`config.mk`:
```
export PLATFORM = sky130hd
export DESIGN_NAME = histogram_seq_ctrl_flat
export DESIGN_NICKNAME = d
export VERILOG_FILES = /design/src/rtl/histogram_seq_ctrl_if.sv /design/src/rtl/histogram_seq_ctrl.sv /design/src/flat_wrapper.sv
export SDC_FILE = /design/constraint.sdc
export NUM_CORES = 1
export LEC_CHECK = 0
export ABC_AREA = 1
export CAP_MARGIN = 20
export CORE_UTILIZATION = 45
export DETAILED_ROUTE_END_ITERATION = 8
export PLACE_DENSITY = 0.88
export SETUP_SLACK_MARGIN = 0.3
export SLEW_MARGIN = 15
export SYNTH_ARGS = -nofsm -noshare
export SYNTH_HDL_FRONTEND = slang
export SYNTH_SLANG_ARGS = --single-unit
```
`constraint.sdc`:
```
create_clock -name cam_clk -period 2.6 [get_ports cam_clk]
set_input_delay 0.65 -clock cam_clk [delete_from_list [all_inputs] [get_ports cam_clk]]
set_output_delay 0.65 -clock cam_clk [all_outputs]
set_load 0.005 [all_outputs]
```
`src/rtl/histogram_seq_ctrl_if.sv`:
```
// rtl/histogram_seq_ctrl_if.sv - histogram RAM and display RAM port bundle
interface histogram_seq_ctrl_if #(
    parameter int ADDR_W = 8,
    parameter int CNT_W  = 19
);
    logic              hist_rd_en;
    logic [ADDR_W-1:0] hist_rd_addr;
    logic [CNT_W-1:0]  hist_rd_q;
    logic              hist_wr_en;
    logic [ADDR_W-1:0] hist_wr_addr;
    logic [CNT_W-1:0]  hist_wr_data;
    logic              disp_wr_en;
    logic [ADDR_W-1:0] disp_wr_addr;
    logic [CNT_W-1:0]  disp_wr_data;

    modport master (
        output hist_rd_en,
        output hist_rd_addr,
        input  hist_rd_q,
        output hist_wr_en,
        output hist_wr_addr,
        output hist_wr_data,
        output disp_wr_en,
        output disp_wr_addr,
        output disp_wr_data
    );

    modport slave (
        input  hist_rd_en,
        input  hist_rd_addr,
        output hist_rd_q,
        input  hist_wr_en,
        input  hist_wr_addr,
        input  hist_wr_data,
        input  disp_wr_en,
        input  disp_wr_addr,
        input  disp_wr_data
    );
endinterface

```
`src/rtl/histogram_seq_ctrl.sv`:
```
// rtl/histogram_seq_ctrl.sv - per-frame gray histogram sequencer: clear, accumulate, drain, readout
module histogram_seq_ctrl #(
    parameter int ADDR_W = 8,
    parameter int CNT_W  = 19
) (
    input  logic                 cam_clk,
    input  logic                 rst_n,
    input  logic                 cam_vsync,
    input  logic                 cam_valid,
    input  logic [ADDR_W-1:0]    cam_gray,
    histogram_seq_ctrl_if.master ram,
    output logic                 busy,
    output logic                 frame_done,
    output logic                 frame_skip
);
    localparam int              NBINS   = 1 << ADDR_W;
    localparam int              CW      = ADDR_W + 1;
    localparam logic [CW-1:0]   LAST    = CW'(NBINS - 1);
    localparam logic [CW-1:0]   RO_END  = CW'(NBINS);
    localparam logic [CNT_W-1:0] CNT_MAX = {CNT_W{1'b1}};

    typedef enum logic [2:0] {
        S_CLEAR,
        S_WAIT,
        S_ACCUM,
        S_DRAIN,
        S_READOUT
    } state_t;

    state_t             state, state_nxt;
    logic [CW-1:0]      cnt, cnt_nxt;
    logic               skip;

    logic               vsync_q;
    logic               vs_fall, vs_rise;

    logic               acc_pix;
    logic               acc_wr;
    logic               pend_v;
    logic [ADDR_W-1:0]  pend_addr;
    logic               fwd_v;
    logic [ADDR_W-1:0]  fwd_addr;
    logic [CNT_W-1:0]   fwd_data;
    logic [CNT_W-1:0]   base;
    logic [CNT_W-1:0]   inc;

    logic               disp_v;
    logic [ADDR_W-1:0]  disp_addr;
    logic               done_q;

    assign vs_fall = vsync_q & ~cam_vsync;
    assign vs_rise = ~vsync_q & cam_vsync;

    assign acc_pix = (state == S_ACCUM) && cam_valid;
    assign acc_wr  = pend_v && ((state == S_ACCUM) || (state == S_DRAIN));

    // The RAM returns old data on read-during-write, so a back-to-back hit
    // on the same bin must take the value written in the previous cycle.
    assign base = (fwd_v && (fwd_addr == pend_addr)) ? fwd_data : ram.hist_rd_q;
    assign inc  = (base == CNT_MAX) ? CNT_MAX : base + CNT_W'(1);

    always_ff @(posedge cam_clk or negedge rst_n) begin
        if (!rst_n) begin
            state <= S_CLEAR;
            cnt   <= '0;
        end else begin
            state <= state_nxt;
            cnt   <= cnt_nxt;
        end
    end

    always_comb begin
        state_nxt = state;
        cnt_nxt   = cnt;
        skip      = 1'b0;
        case (state)
            S_CLEAR: begin
                skip = vs_fall;
                if (cnt == LAST) begin
                    state_nxt = S_WAIT;
                    cnt_nxt   = '0;
                end else begin
                    cnt_nxt = cnt + CW'(1);
                end
            end
            S_WAIT: begin
                if (vs_fall) begin
                    state_nxt = S_ACCUM;
                    cnt_nxt   = '0;
                end
            end
            S_ACCUM: begin
                if (vs_rise) begin
                    state_nxt = S_DRAIN;
                    cnt_nxt   = '0;
                end
            end
            S_DRAIN: begin
                skip      = vs_fall;
                state_nxt = S_READOUT;
                cnt_nxt   = '0;
            end
            S_READOUT: begin
                skip = vs_fall;
                // One extra cycle past the last read lets the final display write land.
                if (cnt == RO_END) begin
                    state_nxt = S_CLEAR;
                    cnt_nxt   = '0;
                end else begin
                    cnt_nxt = cnt + CW'(1);
                end
            end
            default: begin
                state_nxt = S_CLEAR;
                cnt_nxt   = '0;
            end
        endcase
    end

    always_ff @(posedge cam_clk or negedge rst_n) begin
        if (!rst_n) begin
            vsync_q   <= 1'b0;
            pend_v    <= 1'b0;
            pend_addr <= '0;
            fwd_v     <= 1'b0;
            fwd_addr  <= '0;
            fwd_data  <= '0;
            disp_v    <= 1'b0;
            disp_addr <= '0;
            done_q    <= 1'b0;
        end else begin
            vsync_q   <= cam_vsync;
            pend_v    <= acc_pix;
            pend_addr <= acc_pix ? cam_gray : '0;
            fwd_v     <= acc_wr;
            fwd_addr  <= acc_wr ? pend_addr : '0;
            fwd_data  <= acc_wr ? inc : '0;
            disp_v    <= (state == S_READOUT) && (cnt != RO_END);
            disp_addr <= ((state == S_READOUT) && (cnt != RO_END)) ? cnt[ADDR_W-1:0] : '0;
            done_q    <= (state == S_READOUT) && (cnt == RO_END);
        end
    end

    always_comb begin
        ram.hist_rd_en   = 1'b0;
        ram.hist_rd_addr = '0;
        ram.hist_wr_en   = 1'b0;
        ram.hist_wr_addr = '0;
        ram.hist_wr_data = '0;
        ram.disp_wr_en   = 1'b0;
        ram.disp_wr_addr = '0;
        ram.disp_wr_data = '0;
        busy             = (state != S_WAIT) && (state != S_ACCUM);
        frame_done       = done_q;
        frame_skip       = skip;

        case (state)
            S_CLEAR: begin
                ram.hist_wr_en   = 1'b1;
                ram.hist_wr_addr = cnt[ADDR_W-1:0];
            end
            S_ACCUM, S_DRAIN: begin
                if (acc_pix) begin
                    ram.hist_rd_en   = 1'b1;
                    ram.hist_rd_addr = cam_gray;
                end
                if (acc_wr) begin
                    ram.hist_wr_en   = 1'b1;
                    ram.hist_wr_addr = pend_addr;
                    ram.hist_wr_data = inc;
                end
            end
            S_READOUT: begin
                if (cnt != RO_END) begin
                    ram.hist_rd_en   = 1'b1;
                    ram.hist_rd_addr = cnt[ADDR_W-1:0];
                end
            end
            default: ;
        endcase

        if (disp_v) begin
            ram.disp_wr_en   = 1'b1;
            ram.disp_wr_addr = disp_addr;
            ram.disp_wr_data = ram.hist_rd_q;
        end

        // Reset must silence every strobe at once, even though the state already reads CLEAR.
        if (!rst_n) begin
            ram.hist_rd_en   = 1'b0;
            ram.hist_rd_addr = '0;
            ram.hist_wr_en   = 1'b0;
            ram.hist_wr_addr = '0;
            ram.hist_wr_data = '0;
            ram.disp_wr_en   = 1'b0;
            ram.disp_wr_addr = '0;
            ram.disp_wr_data = '0;
            busy             = 1'b1;
            frame_done       = 1'b0;
            frame_skip       = 1'b0;
        end
    end
endmodule

```
`src/flat_wrapper.sv`:
```
// flat-port wrapper written by rule: the top's interface ports become plain ports
module histogram_seq_ctrl_flat 
#(
    parameter int ADDR_W = 8,
    parameter int CNT_W  = 19
)
  (cam_clk, rst_n, cam_vsync, cam_valid, cam_gray, busy, frame_done, frame_skip, ram_hist_rd_en, ram_hist_rd_addr, ram_hist_rd_q, ram_hist_wr_en, ram_hist_wr_addr, ram_hist_wr_data, ram_disp_wr_en, ram_disp_wr_addr, ram_disp_wr_data);
  histogram_seq_ctrl_if #(.ADDR_W(ADDR_W), .CNT_W(CNT_W)) ram_i ();
  input  logic cam_clk;
  input  logic rst_n;
  input  logic cam_vsync;
  input  logic cam_valid;
  input  logic [ADDR_W-1:0] cam_gray;
  output logic busy;
  output logic frame_done;
  output logic frame_skip;
  output wire logic [$bits(ram_i.hist_rd_en)-1:0] ram_hist_rd_en;
  output wire logic [$bits(ram_i.hist_rd_addr)-1:0] ram_hist_rd_addr;
  input wire logic [$bits(ram_i.hist_rd_q)-1:0] ram_hist_rd_q;
  output wire logic [$bits(ram_i.hist_wr_en)-1:0] ram_hist_wr_en;
  output wire logic [$bits(ram_i.hist_wr_addr)-1:0] ram_hist_wr_addr;
  output wire logic [$bits(ram_i.hist_wr_data)-1:0] ram_hist_wr_data;
  output wire logic [$bits(ram_i.disp_wr_en)-1:0] ram_disp_wr_en;
  output wire logic [$bits(ram_i.disp_wr_addr)-1:0] ram_disp_wr_addr;
  output wire logic [$bits(ram_i.disp_wr_data)-1:0] ram_disp_wr_data;
  assign ram_hist_rd_en = ram_i.hist_rd_en;
  assign ram_hist_rd_addr = ram_i.hist_rd_addr;
  assign ram_i.hist_rd_q = ram_hist_rd_q;
  assign ram_hist_wr_en = ram_i.hist_wr_en;
  assign ram_hist_wr_addr = ram_i.hist_wr_addr;
  assign ram_hist_wr_data = ram_i.hist_wr_data;
  assign ram_disp_wr_en = ram_i.disp_wr_en;
  assign ram_disp_wr_addr = ram_i.disp_wr_addr;
  assign ram_disp_wr_data = ram_i.disp_wr_data;
  histogram_seq_ctrl #(.ADDR_W(ADDR_W), .CNT_W(CNT_W)) u_core (.cam_clk(cam_clk), .rst_n(rst_n), .cam_vsync(cam_vsync), .cam_valid(cam_valid), .cam_gray(cam_gray), .ram(ram_i), .busy(busy), .frame_done(frame_done), .frame_skip(frame_skip));
endmodule
```
==> results.md, run 1 <==
- Die outline height: 94.62 um
- Synth warn: 0
- Row count: 33
- Synthesized area per cell: 6.772 um2
- Fail Step: 5_1_grt
- H-tree Lvls: 3
- Worst endpoint, post-GRT repair: ram_hist_wr_data[5]
- Clock root cell: clkbuf_8
- Post-Syn Nets: 606
- Grt ovf: 21
- Dpl cells: 842
- Die X: 94.62 um
- Status: aborted with a tool error
- Cell area after synthesis: 3860 um2
- Total GRT Usage: 67.25%
- WEP type: top-level output
- Library cells used by synthesis: 37
- Pin count of the biggest net entering global routing: 21
- Starting Density: 46.74%
- Area post-placement: 5585 um2
- HPWL Detailed: 9523 um
- Register bit total from synthesis: 60
- Inserted Clock Buffers: 9
- Seq/Total Area, Yosys: 38.90%
- Max clock buf depth: 2
- Stop err: [ERROR GRT-0232] Routing congestion too high. Check the congestion heatmap in the GUI.
- RD Place Congestion: 0.9537
- Post-Synthesis Cells: 570
- CTS sink cnt: 60
- # IOs: 99
- I/O Buffers: 98
[per-stage QoR]
step                      worst slack (ps)  utilization [%]
after global placement              -948.2            67.64
after detailed placement             -1028            67.64
after CTS                           -904.5            82.68
after floorplan                      4.096                -
[routing by layer]
layer	overflow	track usage (%)
met1	0	66.72
met2	7	89.21
met3	0	44.93
met4	14	68.94
met5	0	12.50
[cell usage after synthesis, drive strengths merged]
cell	instances	area [um2]
nor3b	1	7.510
inv	115	431.7
xnor2	3	26.28
o211ai	1	7.510
ha	5	62.56
a22oi	1	7.510
nor4	2	12.51
clkinv	1	3.750
and3	1	6.260
xor2	7	61.31
nor2	113	471.7
o22ai	1	6.260
nand4	8	50.05
o21ai	11	58.80
o21a	17	127.6
dfrtp	60	1501
and2	6	37.54
nand3	36	212.7
clkbuf	8	30.03
nor3	8	45.04
a21oi	16	80.08
buf	7	46.29
nand3b	3	22.52
nand2	137	526.8
o221ai	1	8.760
o21bai	1	7.510
[logic make-up after synthesis]
family          share of synthesized area, %
buf+inv                                13.26
fa+ha+maj                              1.621
flops                                  38.90
xor+xnor                               2.269
simple gates                           36.08
compound gates                         7.877
[what timing repair did]
item | CTS
pin swaps | 65
setup buffers | 77
hold buffers | 0
gates cloned | 4
endpoints found under the setup margin | 93
gates resized for setup | 289
==> run 2: changes to the inputs <==
--- a/config.mk
+++ b/config.mk
@@ -7,10 +7,9 @@
 export LEC_CHECK = 0
 export ABC_AREA = 1
 export CAP_MARGIN = 20
-export CORE_UTILIZATION = 45
+export CORE_UTILIZATION = 40
 export DETAILED_ROUTE_END_ITERATION = 8
-export PLACE_DENSITY = 0.88
-export SETUP_SLACK_MARGIN = 0.3
+export PLACE_DENSITY_LB_ADDON = 0.15
 export SLEW_MARGIN = 15
 export SYNTH_ARGS = -nofsm -noshare
 export SYNTH_HDL_FRONTEND = slang
==> constraint.sdc (replaced) <==
create_clock -name cam_clk -period 3.4 [get_ports cam_clk]
set_input_delay 0.85 -clock cam_clk [delete_from_list [all_inputs] [get_ports cam_clk]]
set_output_delay 0.85 -clock cam_clk [all_outputs]
set_load 0.005 [all_outputs]
==> run 2 against run 1 <==
Net effect: the flow now finishes, with violations (negative setup slack); synthesized cell count unchanged; synthesized area unchanged.
==> results.md, run 2 <==
- Status: finished, violations left
- Failing checks: negative setup slack
- Worst setup startpoint: u_core.pend_addr[7]
- Vias per cell: 4.999
- Critical path's largest stage delay: 390 ps
- Slew Limit Fails: 0
- Area grow syn2layout: 70.70%
- Layout cells sized above 1: 34.13%
- Finished Layout Cells: 923
- Antenna violations before repair: 0
- Avg WL per Cell: 15.84 um
- Synthesized area per cell: 6.772 um2 (unchanged)
- Die area: 10050 um2
- Worst slew pin tran: 751.8 ps
- HPWL Detailed: 8756 um (-8.1%)
- R2R Path End: u_core.fwd_data[5]
- H-tree Lvls: 3 (unchanged)
- Largest registers: u_core.fwd_data (19), u_core.cnt (9)
- Leak: 3.347 nW
- R2R depth: 29
- DRC: 0
- R2R Setup Slk: -360 ps
- Post-Synthesis Cells: 570 (unchanged)
- First drt pass iteration count: 5
- CTS tree: done
- CTS clk-pin slew, worst paths: 80 ps
- Die X: 100.2 um (+5.9%)
- RD Place Congestion: 0.9553 (+0.17%)
- Worst-path fanout max: 7
- Cell area after synthesis: 3860 um2 (unchanged)
- Relative slew slack: 49.82%
- Setup repair after global routing missed its margin: true
- HP Class: input pin to asynchronous set/reset pin
- Antenna-violating nets left: 0
- Leading area contributor after synthesis: dfrtp_1
- Inserted Clock Buffers: 9 (unchanged)
- Critical path class: flop to output port
- Required @ worst endpoint: 2550 ps
- Cell family with most CP delay: simple AND/OR/NAND/NOR gates
- Post-synth top cells: nand2_1 (132), inv_1 (110), nor2_1 (102)
- Crit-path cells: inv_2 -> buf_6 -> o211ai_1 -> nor2_4 -> nand2_4 -> buf_6 -> nand2_1 -> nand2_2 -> nand2_2 -> nor2_4 -> inv_2 -> nor2_4 -> buf_6 -> nand3_4 -> buf_6 -> nand3_2 -> nand2_2 -> nor2_2 -> buf_2
- Critical R2R Launch: u_core.pend_addr[7]
- Total GRT Usage: 28.11%
- Drt total wl: 14620 um
- Final Hold Violating Endpoints: 0
- Ys flop type: dfrtp_1
- Clk_lat worst skew: 340 ps
- Most frequent cell after synthesis: nand2_1
- Max clock buf depth: 2 (unchanged)
- DR iter-0 viols: 235
- Yosys top cell area share: 38.90% (unchanged)
- MaxCap Viol Count: 0
- Min cycle time layout: 3817 ps
- First-pass GRT wire length: 21780 um
- Top cells by area, synth: dfrtp_1 (39%), nand2_1 (13%), inv_1 (11%)
- Setup-failing EPs final: 20
- Max reg flops: 19
- Library cells used by synthesis: 37 (unchanged)
- Register bit total from synthesis: 60 (unchanged)
- Pin count of the biggest net entering global routing: 38
- Crit. End Element: output port
- Setup crit start kind: flop
- Clock root cell: clkbuf_8
- Final Worst Setup Slack: -416.9 ps
- Async SR Flop Fraction: 100.0% (unchanged)
- Cell depth of the worst setup path: 19
- Total power: 1.748 mW
- Die outline height: 100.2 um (+5.9%)
- Power per cell area: 265.2 nW/um2
- I/O Buffers: 98 (unchanged)
- # hold bufs at CTS: 0 (unchanged)
- Post-Syn Nets: 606 (unchanged)
- CP Data Arrival Time: 2970 ps
- Layout Nets: 825
- Row count: 35 (+6.1%)
- Grt ovf: 0
- Number of buffers and inverters on the critical path: 7
- Final Cycle Share: 112.3%
- CP Capture Point: ram_hist_wr_data[13]
- EDFF count, synth: 0 (unchanged)
- ANT cells: 0
- Overall via count from detail_route: 4614
- Vias in the first global route: 4488
- Final Util: 70.97%
- CTS sink cnt: 60 (unchanged)
- Critical path's slowest cell: dfrtp_1
- Starting Density: 41.58% (-5.2 points)
- Reg with most FFs: u_core.fwd_data
- Worst clock skew: 9.081 ps
- # IOs: 99 (unchanged)
- Synth warn: 0 (unchanged)
- Seq/Total Area, Yosys: 38.90% (unchanged)
- Most frequent cells in the layout: inv_1 (103), nand2_1 (96), buf_4 (96), nor2_1 (89), clkdlybuf4s50_1 (78)
- Critical Path Most Common Cell: buf_6
- Commonest non-fill, non-tap cell in the layout: inv_1
- Dpl cells: 846 (+0.48%)
- Core area: 9284 um2
- Achievable Freq: 262.0 MHz
- Peak VDD IR: 187.1 uV
==> run 2: where the power goes <==
group	total, mW	leakage [nW]	switching (mW)	internal, mW
clock network	0.813	0.124	0.320	0.492
logic	0.221	2.41	0.122	0.0990
registers	0.714	0.816	0.000277	0.714
==> run 2: stage by stage <==
step	area (um2)	setup TNS, ps	setup WS (ps)	hold slack [ps]
final	6589	-6534	-416.9	504.5
after global routing	6589	-9387	-547.1	501.0
after CTS	6331	-4069	-270.0	489.1
after detailed placement	5416	-11800	-685.2	501.6
after global placement	5416	-10650	-585.2	479.7
after floorplan	3860	0	389.5	467.2
==> run 2: final cells by class <==
cell class | instances | area (um2)
fill | 700 | 2695
clock inverter | 7 | 121.4
multi-input combinational | 381 | 2318
clock buffer | 9 | 123.9
timing repair buffer | 221 | 1927
inverter | 116 | 435.4
sequential | 60 | 1501
tap | 129 | 161.4
==> run 2: per-layer routing <==
| layer | track usage (%) | wire length (um) | vias up |
|---|---|---|---|
| met5 | 0 | 0 | - |
| met4 | 11.15 | 599 | 0 |
| met3 | 5.223 | 899 | 53 |
| met2 | 46.79 | 7220 | 205 |
| met1 | 36.14 | 5899 | 2187 |
| li1 | - | - | 2169 |
==> run 2: repair_timing <==
item,CTS,global route
endpoints found under the setup margin,19,27
setup buffers,50,11
pin swaps,50,25
gates resized for setup,169,50
gates cloned,3,0
==> run 2: cell families after synthesis <==
kind of cell | Yosys count | synth area share (%)
buffers and inverters | 131 | 13.26
XOR/XNOR | 10 | 2.269
flip-flops | 60 | 38.90
adder cells (fa/ha/maj) | 5 | 1.621
AO/OA/AOI/OAI | 49 | 7.877
AND/OR/NAND/NOR | 315 | 36.08
==> run 2: worst min-delay path by stage <==
| stage | slack [ps] | depth (start not counted) | end | startpoint |
|---|---|---|---|---|
| 2_1_floorplan | 470 | 1 | u_core.cnt[0] | u_core.cnt[0] |
| 3_3_place_gp | 480 | 1 | u_core.cnt[0] | u_core.cnt[0] |
| 3_5_place_dp | 500 | 1 | u_core.cnt[0] | u_core.cnt[0] |
| 4_1_cts | 490 | 2 | u_core.fwd_data[8] | rst_n |
| 5_1_grt | 500 | 2 | u_core.fwd_data[15] | rst_n |
| 6_report | 500 | 2 | u_core.fwd_data[12] | rst_n |
Note: power is estimated with default switching activity, not from simulation.
==> run 3: changes to the inputs <==
--- a/config.mk
+++ b/config.mk
@@ -7,7 +7,7 @@
 export LEC_CHECK = 0
 export ABC_AREA = 1
 export CAP_MARGIN = 20
-export CORE_UTILIZATION = 40
+export CORE_UTILIZATION = 30
 export DETAILED_ROUTE_END_ITERATION = 8
 export PLACE_DENSITY_LB_ADDON = 0.15
 export SLEW_MARGIN = 15
==> run 3 against run 2 <==
Net effect: the run still ends with negative setup slack left; clock power increased by 14%; sequential power about the same; first-iteration DRC count decreased by 22%; register-to-register slack improved by 800 ps; design area increased by 3.9%; cell count increased by 4.9%; total power increased by 7.2%; clock skew decreased by 2.6 ps.
==> results.md, run 3 (same netlist as run 2, synthesis figures left out) <==
- Status: finished, violations left
- Failing checks: negative setup slack
- Area grow syn2layout: 77.34%
- MaxCap Viol Count: 0 (unchanged)
- Power per cell area: 273.7 nW/um2 (+3.2%)
- Crit. End Element: output port
- Final Util: 54.46% (-17 points)
- Core area: 12570 um2 (+35%)
- Die area: 13320 um2 (+33%)
- Overall via count from detail_route: 4434 (-3.9%)
- CTS clk-pin slew, worst paths: 50 ps (-30 ps)
- Final Hold Violating Endpoints: 0 (unchanged)
- Antenna violations before repair: 0 (unchanged)
- Filler cells: 1212 (+73%)
- Min cycle time layout: 3725 ps (-91.81 ps)
- Commonest non-fill, non-tap cell in the layout: inv_1
- Layout cells sized above 1: 37.81% (+3.7 points)
- Final setup TNS: -4911 ps (+1623 ps)
- Final Worst Setup Slack: -325.0 ps (+91.81 ps)
- First-pass GRT wire length: 21140 um (-2.9%)
- RD Place Congestion: 0.8577 (-10%)
- H-tree Lvls: 3 (unchanged)
- Top sig layer: met4
- Layout Nets: 827 (+0.24%)
- DR iter-0 viols: 184 (-22%)
- Vias in the first global route: 4283 (-4.6%)
- CP Data Arrival Time: 2880 ps (-90 ps)
- First drt pass iteration count: 5 (unchanged)
- HPWL Detailed: 9322 um (+6.5%)
- Pin count of the biggest net entering global routing: 24 (-37%)
- Starting Density: 30.71% (-11 points)
- Worst slew pin tran: 726.6 ps (-25.24 ps)
- Avg WL per Cell: 14.67 um (-7.3%)
- Metal-1 WL: 5726 um (-2.9%)
- Relative slew slack: 51.51% (+1.7 points)
- Die outline height: 115.4 um (+15%)
- Met2 wire length: 7146 um (-1.0%)
- CTS sink cnt: 60 (unchanged)
- # IOs: 99 (unchanged)
- Setup repair after global routing missed its margin: true
- Total GRT Usage: 21.09% (-7.0 points)
- Worst-path fanout max: 5 (-2)
- Grt ovf: 0 (unchanged)
- ANT cells: 0 (unchanged)
- R2R Setup Slk: 440 ps (+800 ps)
- Worst clock skew: 6.528 ps (-2.553 ps)
- Inserted Clock Buffers: 9 (unchanged)
- Peak VDD IR: 264.1 uV (+41%)
- Row count: 41 (+17%)
- Most frequent cells in the layout: inv_1 (104), buf_4 (94), nor2_1 (84), clkdlybuf4s50_1 (78), nand2_1 (76)
- Clock root cell: clkbuf_16
- CTS tree: done
- # hold bufs at CTS: 0 (unchanged)
- Reg with most FFs: u_core.fwd_data
- Setup crit start kind: flop
- Leak: 3.385 nW (+1.1%)
- Vias per cell: 4.581 (-8.4%)
- I/O Buffers: 98 (unchanged)
- Slew Limit Fails: 0 (unchanged)
- Antenna-violating nets left: 0 (unchanged)
- Drt total wl: 14210 um (-2.8%)
- Required @ worst endpoint: 2550 ps (about the same)
- Final hold slack: 353.1 ps (-151.4 ps)
- Max clock buf depth: 2 (unchanged)
- Achievable Freq: 268.5 MHz (+2.5%)
- Critical path class: flop to output port
- Final Cycle Share: 109.6% (-2.7 points)
- Max reg flops: 19 (unchanged)
- Die X: 115.4 um (+15%)
- Multi-input gate area: 2409 um2 (+3.9%)
- DRC: 0 (unchanged)
- Setup-failing EPs final: 19 (-5.0%)
- DR WL met3: 853 um (-5.1%)
- Largest registers: u_core.fwd_data (19), u_core.cnt (9)
- Clk_lat worst skew: 340 ps (about the same)
- HP Class: input pin to asynchronous set/reset pin
- Register area: 1501 um2 (unchanged)
run 3: cell count changes in the layout (fill, tap and decap cells not counted), moves of 3 or more:
cell and change:
a21oi_4 -3, nor2_2 +6, clkbuf_8 -8, nor2_1 -5, nand3_2 +10, buf_2 +3
clkbuf_16 +10, nand2_4 +3, nand2_2 +16, nand2_1 -20, nand3_1 -8
run 3: per-stage QoR:
stage,cell area [um2],instances,total power [mW],setup slack (ps)
floorplan,3860,570,0.7929,389.5
global placement,5473,891,0.9015,-594.0
detailed placement,5473,891,0.9008,-655.8
CTS,6401,948,1.861,-320.5
global route,6845,968,1.940,-478.3
finish,6845,968,1.874,-325.0
run 3: worst paths after layout:
| kind | from | endpoint | cells after the start |
|---|---|---|---|
| min in group cam_clk | u_core.cnt[0] | u_core.cnt[0] | 1 |
| hold / removal | rst_n | u_core.fwd_data[16] | 1 |
| setup reg to reg | u_core.pend_addr[4] | u_core.fwd_data[18] | 21 |
| max in group asynchronous | rst_n | u_core.fwd_addr[6] | 3 |
| setup / recovery | u_core.pend_addr[4] | ram_hist_wr_data[13] | 16 |
| hold reg to reg | u_core.cnt[0] | u_core.cnt[0] | 1 |
run 3: routing by layer:
metal,up-vias,track usage [%]
li1,2175,-
met1,2036,24.74
met2,178,37.64
met3,45,4.393
met4,0,8.139
met5,-,0
run 3: final cells by class:
type,count,area share [%]
timing repair buffer,223,29.06
clock buffer,12,3.601
sequential,60,21.93
tap,172,3.144
multi-input combinational,381,35.19
inverter,116,6.361
clock inverter,4,0.7128
run 3: where the power goes:
group	internal, mW	total, mW	switching [mW]
clock network	0.586	0.923	0.337
registers	0.715	0.715	0.000265
logic	0.115	0.235	0.120
total	1.42	1.87	0.457
run 3: timing repair:
item	4_1_cts	5_1_grt
endpoints found under the setup margin	19	27
buffers inserted	39	20
gates cloned	3	1
resized for setup	179	73
pin swaps	45	50
run 3: critical path, stage by stage, from the launching register on:
cell     delay (ps)
dfrtp_1         400
xnor2_2         160
buf_4           150
nand2_4          50
nor2_4          190
buf_6           170
nand3_1         120
nand2_2          90
buf_4           120
buf_4           140
nand2_2          70
nor2_1          250
nand4_1         170
nand3_2         110
nand2_2          60
nor2_2          140
buf_2           140
